<file path="config.mk">
export PLATFORM = sky130hd
export DESIGN_NAME = instruction_fetch_controller
export DESIGN_NICKNAME = d
export VERILOG_FILES = /design/src/rtl/cpu_pkg.sv /design/src/rtl/instruction_fetch_controller.sv
export SDC_FILE = /design/constraint.sdc
export NUM_CORES = 1
export LEC_CHECK = 0
export ABC_AREA = 0
export BUFFER_PORTS_ARGS = -buffer_cell sky130_fd_sc_hd__buf_2
export CAP_MARGIN = 20
export CORE_ASPECT_RATIO = 1.25
export CORE_MARGIN = 8
export CORE_UTILIZATION = 40
export CTS_CLUSTER_DIAMETER = 40
export DETAILED_ROUTE_END_ITERATION = 6
export HOLD_SLACK_MARGIN = 0.03
export PLACE_DENSITY_LB_ADDON = 0.15
export SLEW_MARGIN = 10
export SYNTH_ARGS = -nofsm -noshare
export SYNTH_HDL_FRONTEND = slang
export SYNTH_SLANG_ARGS = --single-unit
</file>
<file path="constraint.sdc">
create_clock -name clk -period 1.64 [get_ports clk]
set_input_delay 0.082 -clock clk [delete_from_list [all_inputs] [get_ports clk]]
set_output_delay 0.082 -clock clk [all_outputs]
set_load 0.005 [all_outputs]
</file>
<file path="src/rtl/cpu_pkg.sv">
// Shared definitions for the instruction fetch path.
//   - fetch_state_e : fetch sequencer states (IDLE, FETCH, ISSUE, HALTED)
//   - OP_HALT/OP_NOP: opcode encodings the fetch unit cares about
//   - DEF_ADDR_W/DEF_INSTR_W: default address and instruction widths
package cpu_pkg;

  localparam int DEF_ADDR_W  = 8;
  localparam int DEF_INSTR_W = 8;

  localparam logic [DEF_INSTR_W-1:0] OP_HALT = 8'hFF;
  localparam logic [DEF_INSTR_W-1:0] OP_NOP  = 8'h00;

  typedef enum logic [1:0] {
    ST_IDLE   = 2'd0,
    ST_FETCH  = 2'd1,
    ST_ISSUE  = 2'd2,
    ST_HALTED = 2'd3
  } fetch_state_e;

endpackage

</file>
<file path="src/rtl/instruction_fetch_controller.sv">
// Instruction fetch controller.
// Owns the program counter, reads a combinational instruction memory, registers
// each instruction and offers it to execute, applies taken-branch redirects and
// stops for good once a HALT opcode is fetched.
//
// Ports:
//   clk, reset        : clock (rising edge), synchronous active-high reset
//   start             : one-cycle pulse, leaves IDLE and begins fetching
//   pc_address        : fetch address, straight from the PC register
//   imem_data         : instruction returned combinationally for pc_address
//   instr, instr_pc   : registered instruction and the address it came from
//   instr_valid       : instr/instr_pc valid
//   instr_ready       : execute accepts instr this cycle
//   redirect_valid    : branch taken for the instruction being accepted
//   redirect_target   : branch target address
//   running           : high in FETCH or ISSUE
//   halted            : HALT fetched, sticky until reset
//   retired_count     : accepted instructions, saturating
//   dbg_state_o       : current sequencer state
//
// Handshake: an instruction transfers on a rising edge where instr_valid and
// instr_ready are both 1. While instr_valid=1 and instr_ready=0, instr,
// instr_pc and instr_valid hold. redirect_valid/redirect_target are sampled
// only on that transfer edge.
module instruction_fetch_controller
  import cpu_pkg::*;
#(
  parameter int                   ADDR_W      = DEF_ADDR_W,
  parameter int                   INSTR_W     = DEF_INSTR_W,
  parameter int                   PC_STEP     = 2,
  parameter logic [ADDR_W-1:0]    RESET_PC    = '0,
  parameter logic [INSTR_W-1:0]   HALT_OPCODE = OP_HALT,
  parameter int                   CNT_W       = 16
) (
  input  logic               clk,
  input  logic               reset,
  input  logic               start,
  output logic [ADDR_W-1:0]  pc_address,
  input  logic [INSTR_W-1:0] imem_data,
  output logic [INSTR_W-1:0] instr,
  output logic [ADDR_W-1:0]  instr_pc,
  output logic               instr_valid,
  input  logic               instr_ready,
  input  logic               redirect_valid,
  input  logic [ADDR_W-1:0]  redirect_target,
  output logic               running,
  output logic               halted,
  output logic [CNT_W-1:0]   retired_count,
  output fetch_state_e       dbg_state_o
);

  fetch_state_e       state_q,    state_d;
  logic [ADDR_W-1:0]  pc_q,       pc_d;
  logic [INSTR_W-1:0] instr_q,    instr_d;
  logic [ADDR_W-1:0]  instr_pc_q, instr_pc_d;
  logic               valid_q,    valid_d;
  logic               halted_q,   halted_d;
  logic [CNT_W-1:0]   count_q,    count_d;

  always_ff @(posedge clk) begin
    if (reset) begin
      state_q    <= ST_IDLE;
      pc_q       <= RESET_PC;
      instr_q    <= OP_NOP;
      instr_pc_q <= RESET_PC;
      valid_q    <= 1'b0;
      halted_q   <= 1'b0;
      count_q    <= '0;
    end else begin
      state_q    <= state_d;
      pc_q       <= pc_d;
      instr_q    <= instr_d;
      instr_pc_q <= instr_pc_d;
      valid_q    <= valid_d;
      halted_q   <= halted_d;
      count_q    <= count_d;
    end
  end

  always_comb begin
    state_d    = state_q;
    pc_d       = pc_q;
    instr_d    = instr_q;
    instr_pc_d = instr_pc_q;
    valid_d    = valid_q;
    halted_d   = halted_q;
    count_d    = count_q;

    unique case (state_q)
      ST_IDLE: begin
        if (start) state_d = ST_FETCH;
      end

      ST_FETCH: begin
        instr_d    = imem_data;
        instr_pc_d = pc_q;
        if (imem_data == HALT_OPCODE) begin
          // HALT is captured for visibility but never offered to execute.
          state_d  = ST_HALTED;
          halted_d = 1'b1;
        end else begin
          state_d = ST_ISSUE;
          valid_d = 1'b1;
        end
      end

      ST_ISSUE: begin
        if (instr_ready) begin
          valid_d = 1'b0;
          state_d = ST_FETCH;
          if (count_q != '1) count_d = count_q + CNT_W'(1);
          // Sequential step wraps naturally at the address width.
          pc_d = redirect_valid ? redirect_target : pc_q + ADDR_W'(PC_STEP);
        end
      end

      ST_HALTED: begin
        state_d = ST_HALTED;
      end

      default: state_d = ST_IDLE;
    endcase
  end

  assign pc_address    = pc_q;
  assign instr         = instr_q;
  assign instr_pc      = instr_pc_q;
  assign instr_valid   = valid_q;
  assign halted        = halted_q;
  assign retired_count = count_q;
  assign running       = (state_q == ST_FETCH) || (state_q == ST_ISSUE);
  assign dbg_state_o   = state_q;

endmodule
</file>
# After elaboration in Yosys (flattened, before gate mapping)
# Cells that the tools add are included.
# Widths: inputs -> output; s select.
# word_totals
inputBits	21
register_bits	44
elab_cells	33
output_inout_bits	45
# classes
eq_ne	8
reduce_logical	8
addsub	2
muxes	8
# op_table
cell	count
$add 16x1->16 const B	1
$ne 16x16->1 const B	1
$add 8x2->8 const B	1
$eq 8x8->1 const B	1
$mux 8	1
$pmux 2 s4	1
$ne 2x2->1 const B	3
$reduce_and 2->1	3
$reduce_and 3->1	2
$eq 2x2->1 const B	2
$mux 2	2
$mux 1	3
$eq 2x1->1 const B	1
$logic_not 2->1	1
$pmux 1 s2	1
$reduce_bool 2->1	1
$logic_or 1x1->1	1

# Depth between registers and ports, before layout
# Gate-level depths: netlist of the first run.
# logic_depth
ltp_word	3
mapped_depth	8

# Worst setup path after synthesis of the first run
# No wires, ideal clock.
# synth_timing
path_type	reg-to-reg
from	register count_q[0], in the netlist retired_count[0]
to	register count_q[9], in the netlist retired_count[9]
arrival_time_ps	1715
setup_ps	132
stages_incl_launch_ff	7
n_path_buf	1
path_slack_ps	-207
path_cell_list	dfxtp_1 -> ha_1 -> nand4_1 -> nor4_2 -> clkbuf_1 -> or3_1 -> a21oi_1
# synth_via
elab_chain_len	2
# synth_rtl
element	line_no	rtl
from (decl)	instruction_fetch_controller.sv:58	logic [CNT_W-1:0] count_q, count_d;
from (signal assigned)	instruction_fetch_controller.sv:76	count_q <= count_d;
branches (longest 2 deep; another with $add 16x1->16)	n/a	
# Several ways; the timed one is not identified.
# A chain may end at the register's enable or synchronous reset.

# Final worst setup path of the first run
# layout_timing
from	register state_q[0], in the netlist dbg_state_o[0]
to	register count_q[13], in the netlist retired_count[13]
# layout_via
elab_chain_len	2
# layout_rtl
element	line_no	rtl
from (decl)	instruction_fetch_controller.sv:52	fetch_state_e state_q, state_d;
from (signal assigned)	instruction_fetch_controller.sv:70	state_q <= state_d;
$eq 2x2->1	instruction_fetch_controller.sv:89	unique case (state_q)
$reduce_and 3->1 (no source line)	n/a	
# Every way passes these cells.

==> metrics.txt, run 1 <==
final net count=roughly 360; DR pass1 iterations=4; top cells by area, synth=dfxtp_1 42%, mux2i_1 8.7%, nor2_1 5.8%; Worst setup EP type=flop; share of power burned in combinational logic=23.6%; hold depth=3; #FFs+latches synth=44; Leak Pwr=approximately 1.3 nW; count of final hold-check violations=0; Worst-Margin Slew=0.546 ns; total track usage=14.7%; crit start category=flop; MaxCap Viol Count=0; hold slack=slightly above 0.04 ns; largest family of logic cells by synthesized area=simple AND/OR/NAND/NOR gates; critical-path maximum fanout=6; RSZ-0062 raised after global routing=yes; Filler Cell Count=481; max-slew violation count=0; hold path start=imem_data[2]; chip height=96.6 µm; Crit Reg-Reg Startpoint=dbg_state_o[0]; overflow left after global routing=0; Final WS setup=-0.0151 ns; switching part of the total=28.2%; Residual DRC=0; total CTS buffers=5; final instance area=2930 µm²; cells after synthesis=around 240; FFs w/ async S/R, synth=0%; fmax=0.604 GHz; HP Class=primary input to flop; most common flop cell mapped by yosys=dfxtp_1; max_slew headroom=63.6%; routability cong.=0.799; initial antenna violation count=0; H-Tree Depth=2; Die Width=80.5 µm; EDFF count, synth=0; Compound-Gate Fraction of Synth Area=14.7%; vias in the first global route=2082; row count=29; switching power=between 0.0007 and 0.0008 W; synth unique cells=38; Post-Syn Area=2080 µm²; post-route ant nets=0; final wirelength=5.64 mm; Worst-Skew Late Latency=0.30 ns; Layout area overhead=41.0%; Max rail drop VDD=0.673 mV; clk_skew=about 0.010 ns; reg-to-reg endpoint=retired_count[13]; Min Clock Period, post-route=~1.7 ns; PwrDens=936 nW/µm²; sequential power share=a little over two fifths; wire per inst=between 10 and 15 µm; Cell Area, Placed=about 2700 µm²; io pins=66; first-pass GRT wire length=9.24 mm; CTS tree=built; largest net degree at the start of global routing=30; Syn Area/Cell=8.73 µm²; synthesized net count=~270; starting density of the core=41.2%; Clock power frac=32.6%; Tcrit/Tclk final=101%; Worst EP arrival=1.89 ns; Root Driver=clkbuf_8; layout cells sized above 1=about two fifths; mux share of post-synthesis cell area=between 10% and 20%; Max clock buf depth=2; die area=7770 µm²; R2R setup slack=-0.02 ns; R2R depth=6; final setup fails=1; Syn. warnings=0; failing checks=negative setup slack; Setup CP Type=flop to flop; largest area contributor in the netlist=dfxtp_1; CTS clock-pin slew for the worst setup and hold paths=around 0.090 ns; IO Port Bufs=65; HPWL Detailed=between 4 and 5 mm; Avg Vias per Cell=between 5 and 6; clk sinks=44; xor/xnor share of the synthesized area=0%; Fin Setup TNS=-0.0151 ns; hold worst-path end=instr[2]; Post-Synth Simple-Gate Area=between 20% and 30%; Post-Synth Adder-Cell Area=roughly 3.6%; ant diodes=0; Core ar.=5040 µm²; register area share after synthesis=42.4%; outcome=complete, but fails checks; initial DRC count=67; DR vias=about 2100; Synth top area share=42.4%; Critical Path RT=1.87 ns; Int Pwr=0.00197 W
==> how the worst max path moves through the flow <==
stage                              endpoint           start  slack [ns]  depth (start not counted)
after CTS                 retired_count[13]  dbg_state_o[0]       -0.02                          6
after global routing      retired_count[13]  dbg_state_o[0]       -0.10                          6
after global placement     retired_count[9]  dbg_state_o[0]       0.002                          6
final                     retired_count[13]  dbg_state_o[0]       -0.02                          6
after detailed placement  retired_count[13]  dbg_state_o[0]       -0.05                          6
after floorplan           retired_count[13]  dbg_state_o[0]       -0.03                          7
==> power groups by stage <==
stage          clock (W)  combinational, W  sequential [W]
6_report        0.000894          0.000646         0.00120
5_1_grt         0.000953          0.000720         0.00121
2_1_floorplan          0          0.000347         0.00124
4_1_cts         0.000923          0.000653         0.00120
3_3_place_gp           0          0.000638         0.00123
3_5_place_dp           0          0.000647         0.00123
==> placed cells by master (no fill, tap or decap), types with 6 or more instances in the layout <==
cell type and count:
buf_2 65, dfxtp_1 34, nor2_1 32, buf_4 31
mux2i_1 18, o21ai_0 13, a21oi_1 13, nand4_1 10
nand2_1 10, or3_1 10, dfxtp_2 8, clkbuf_8 6
==> state kept, by name, indices dropped and copies added (netlist names) <==
name	count
retired_count	16
pc_address	8
instr	8
instr_pc	8
instr_valid	1
halted	1
dbg_state_o	2
==> critical path, stage by stage, from the launching register on <==
cell and delay, ns:
dfxtp_2 0.33, inv_2 0.06, ha_4 0.13, nand4_1 0.11, or4_4 0.48, or3_1 0.36
a21oi_1 0.11
==> cells by family (layout without fill, tap and decap cells) <==
family                     Yosys count  after routing
DFF                                 44             44
buffers and inverters               20            114
muxes                               22             22
and+or+nand+nor                     97             97
AOI/OAI and AO/OA                   49             49
adders and majority gates            6              6
==> area by class of cell <==
class	instances	area [µm²]	area share [%]
inverter	6	22.5	0.769
timing repair buffer	100	609	20.8
sequential	44	898	30.7
clock inverter	2	38.8	1.32
clock buffer	6	82.6	2.82
multi-input combinational	174	1200	41.0
tap	62	77.6	2.65
==> per-layer routing <==
metal / wire (µm) / track usage [%] / vias up
met5: 0 / 0 / -
met4: 72 / 5.17 / 0
met3: 307 / 4.07 / 6
met2: 2760 / 25.6 / 49
met1: 2500 / 16.6 / 964
li1: - / - / 1055
==> through the flow <==
step	worst slack [ns]	total power [W]	cells	util [%]
2_1_floorplan	-0.0261	0.00159	238	-
3_3_place_gp	0.00222	0.00186	381	53.9
3_5_place_dp	-0.0453	0.00188	381	53.9
4_1_cts	-0.0190	0.00278	391	57.0
5_1_grt	-0.104	0.00289	394	58.1
6_report	-0.0151	0.00274	394	58.1
==> cell usage after synthesis (all sizes together) (2+ instances only) <==
cell type,number
dfxtp,44
a21oi,13
nor3,3
and3,4
nor2,32
o21ai,14
or4,3
nand4,11
ha,6
inv,6
a22o,3
nand2b,2
nor2b,5
a31oi,2
a22oi,3
mux2,4
and4,2
a211oi,5
mux2i,18
o211ai,2
nor4b,2
nor4,4
nand3,6
nand2,11
or3,10
clkbuf,13
==> repair_timing <==
action	in CTS	in global routing
setup endpoints to repair	5	16
gates cloned	0	1
resized for setup	3	12
pin swaps	1	9
endpoints found under the hold margin	2	0
buffers inserted	0	2
hold buffers	2	0
(Power assumes the default switching activity.)
==> inputs of run 2 (changes only) <==
Settings changed: ABC_AREA 0 to 1.
==> run 2 against run 1 <==
The flow now finishes without violations. Sequential share of layout area increased by 1.5 points. Routed wire length increased by 1.2%. Fmax increased by 13%. Global-route usage increased by 0.29 points. Clock power decreased by 22%. Non-clock buffer count decreased by 14. Power increased by 1.9%. Count of clock-buffer cells in the layout increased by 1. Cell count increased by 12%. Synthesized cell count increased by 25%. Highest routed layer unchanged.
==> metrics.txt, run 2 <==
starting density of the core=a little over two fifths; Worst Path Buf+Inv=2; row count=29; HPWL Detailed=4.47 mm; outcome=finished, final reports clean; cells after synthesis=approximately 300; RSZ-0062 raised after global routing=no; #FFs+latches synth=44; EDFF count, synth=0; share of power burned in combinational logic=29.0%; Leak Pwr=~1.2 nW; R2R setup slack=about 0.18 ns; buffers inserted by post-CTS timing repair=0; MaxCap Viol Count=0; Tcrit/Tclk final=89.2%; top cells by area, synth=dfxtp_1 42%, nand2_1 10%, nor2_1 9.9%; synthesized net count=~320; clk_skew=0.00744 ns; DR vias=between 2000 and 2500; Max rail drop VDD=0.795 mV; Avg Vias per Cell=4.84; overflow left after global routing=0; Core ar.=approximately 5100 µm²; Layout area overhead=29.5%; FFs w/ async S/R, synth=0%; Worst path slowest cell=dfxtp_1; die area=approximately 8000 µm²; wire per inst=12.9 µm; Syn Area/Cell=7.13 µm²; total CTS buffers=5; vias in the first global route=2170; max_slew headroom=77.7%; count of final hold-check violations=0; most frequent cells in the layout=65 x buf_2, 56 x nor2_1, 56 x nand2_1, 43 x dfxtp_1, 27 x nand3_1; Syn. warnings=0; fmax=around 0.7 GHz; switching part of the total=31.8%; Top delay family on crit path=simple AND/OR/NAND/NOR gates; Filler Cell Count=528; Worst setup EP type=flop; Synth top area share=between 40 and 50%; count leader, synth=nand2_1; IO Port Bufs=65; HP Class=primary input to flop; Worst-Margin Slew=0.334 ns; Root Driver=clkbuf_8; final setup fails=0; clk sinks=between 40 and 50; Critical Path RT=1.83 ns; initial DRC count=about 110; largest area contributor in the netlist=dfxtp_1; chip height=97.4 µm; synth unique cells=30; max-slew violation count=0; Post-Syn Area=2120 µm²; Int Pwr=0.00191 W; H-Tree Depth=2; register area share after synthesis=41.6%; Largest register FFs=16; Setup CP Type=flop to flop; routability cong.=0.806; CTS clock-pin slew for the worst setup and hold paths=0.08 ns; final wirelength=5.71 mm; post-route ant nets=0; Worst path max stage delay=0.33 ns; largest net degree at the start of global routing=25; io pins=66; final net count=407; critical-path maximum fanout=24; Final WS setup=0.176 ns; sequential power share=a little under half; crit start category=flop; initial antenna violation count=0; DR pass1 iterations=4; most common cell after layout, fill and taps aside=buf_2; total track usage=about 15%; first-pass GRT wire length=9.81 mm; layout cells sized above 1=26.5%; hold slack=0.0318 ns; PwrDens=between 1000 and 1500 nW/µm²; ant diodes=0; Fin Setup TNS=0 ns; Worst EP arrival=between 1.5 and 2 ns; critical-path cell list=inv_1 -> ha_1 -> nand2_2 -> inv_2 -> o21ai_4 -> nand2_8 -> a21oi_1 -> nor2_1; Clock power frac=25.0%; Worst-Skew Late Latency=around 0.29 ns; CTS tree=built; Max clock buf depth=2; Min Clock Period, post-route=approximately 1.5 ns; Synth top cells by count=57 x nand2_1, 56 x nor2_1, 44 x dfxtp_1; most common flop cell mapped by yosys=dfxtp_1; Place WS=0.0548 ns; Residual DRC=0; switching power=0.000888 W; Die Width=between 80 and 90 µm
==> run 2: changes by cell type in the layout (fill, tap and decap cells not counted), moves of 12 or more <==
cell	delta
nand2_1	+46
nand3_1	+22
mux2i_1	-18
a21oi_1	+12
inv_1	+18
buf_4	-14
nor2_1	+24
==> run 2: repair_timing <==
action                                  4_1_cts  5_1_grt
hold buffers                                  4        0
hold endpoints to repair                      4        0
resized for setup                             0        5
endpoints found under the setup margin        0       14
==> run 2: cell families (layout without fill, tap and decap cells) <==
group                    count (synthesis)  in the layout  synth area share [%]
adder cells (fa/ha/maj)                  6              6                  3.54
XOR/XNOR                                 2              2                 0.827
AND/OR/NAND/NOR                        153            153                  32.0
AO/OA/AOI/OAI                           58             58                  15.1
buffers and inverters                   34            118                  6.97
flip-flops                              44             44                  41.6
==> run 2: routing by layer <==
layer	up-vias	global-route usage [%]	routed length (µm)
li1	1134	-	-
met2	49	25.1	2790
met5	-	0	0
met3	6	5.09	432
met4	0	3.72	57
met1	954	17.4	2430
==> run 2: path summary, 6_finish.rpt <==
kind | depth (start not counted) | endpoint | from
worst max-delay path | 8 | retired_count[5] | dbg_state_o[0]
worst min register to register | 2 | halted | halted
worst max register to register | 8 | retired_count[5] | dbg_state_o[0]
worst min-delay path | 3 | instr[1] | imem_data[1]
==> run 2: stage by stage <==
step | total power, W | area, µm² | util (%) | instances
4_1_cts | 0.00282 | 2730 | 53.6 | 443
3_3_place_gp | 0.00210 | 2590 | 51.0 | 431
6_report | 0.00279 | 2740 | 54.0 | 443
3_5_place_dp | 0.00211 | 2590 | 51.0 | 431
2_1_floorplan | 0.00175 | 2120 | - | 297
5_1_grt | 0.00300 | 2740 | 54.0 | 443
==> run 2: cell type report <==
cell class	count	area [µm²]	share of cell area (%)
clock inverter	1	7.51	0.274
tap	62	77.6	2.83
multi-input combinational	219	1110	40.4
inverter	24	90.1	3.28
timing repair buffer	86	493	18.0
sequential	44	882	32.1
clock buffer	7	86.3	3.15
==> run 2: worst min-delay path, delay by kind of cell <==
family,cells,cell delay [ns]
AND/OR/NAND/NOR,2,0.12
buffers and inverters,1,0.09
==> run 2: power groups by stage <==
| stage | registers [W] | clock network [W] | logic, W |
|---|---|---|---|
| floorplan | 0.00133 | 0 | 0.000417 |
| global placement | 0.00130 | 0 | 0.000792 |
| detailed placement | 0.00131 | 0 | 0.000801 |
| CTS | 0.00128 | 0.000720 | 0.000811 |
| global route | 0.00131 | 0.000766 | 0.000925 |
| finish | 0.00129 | 0.000698 | 0.000811 |
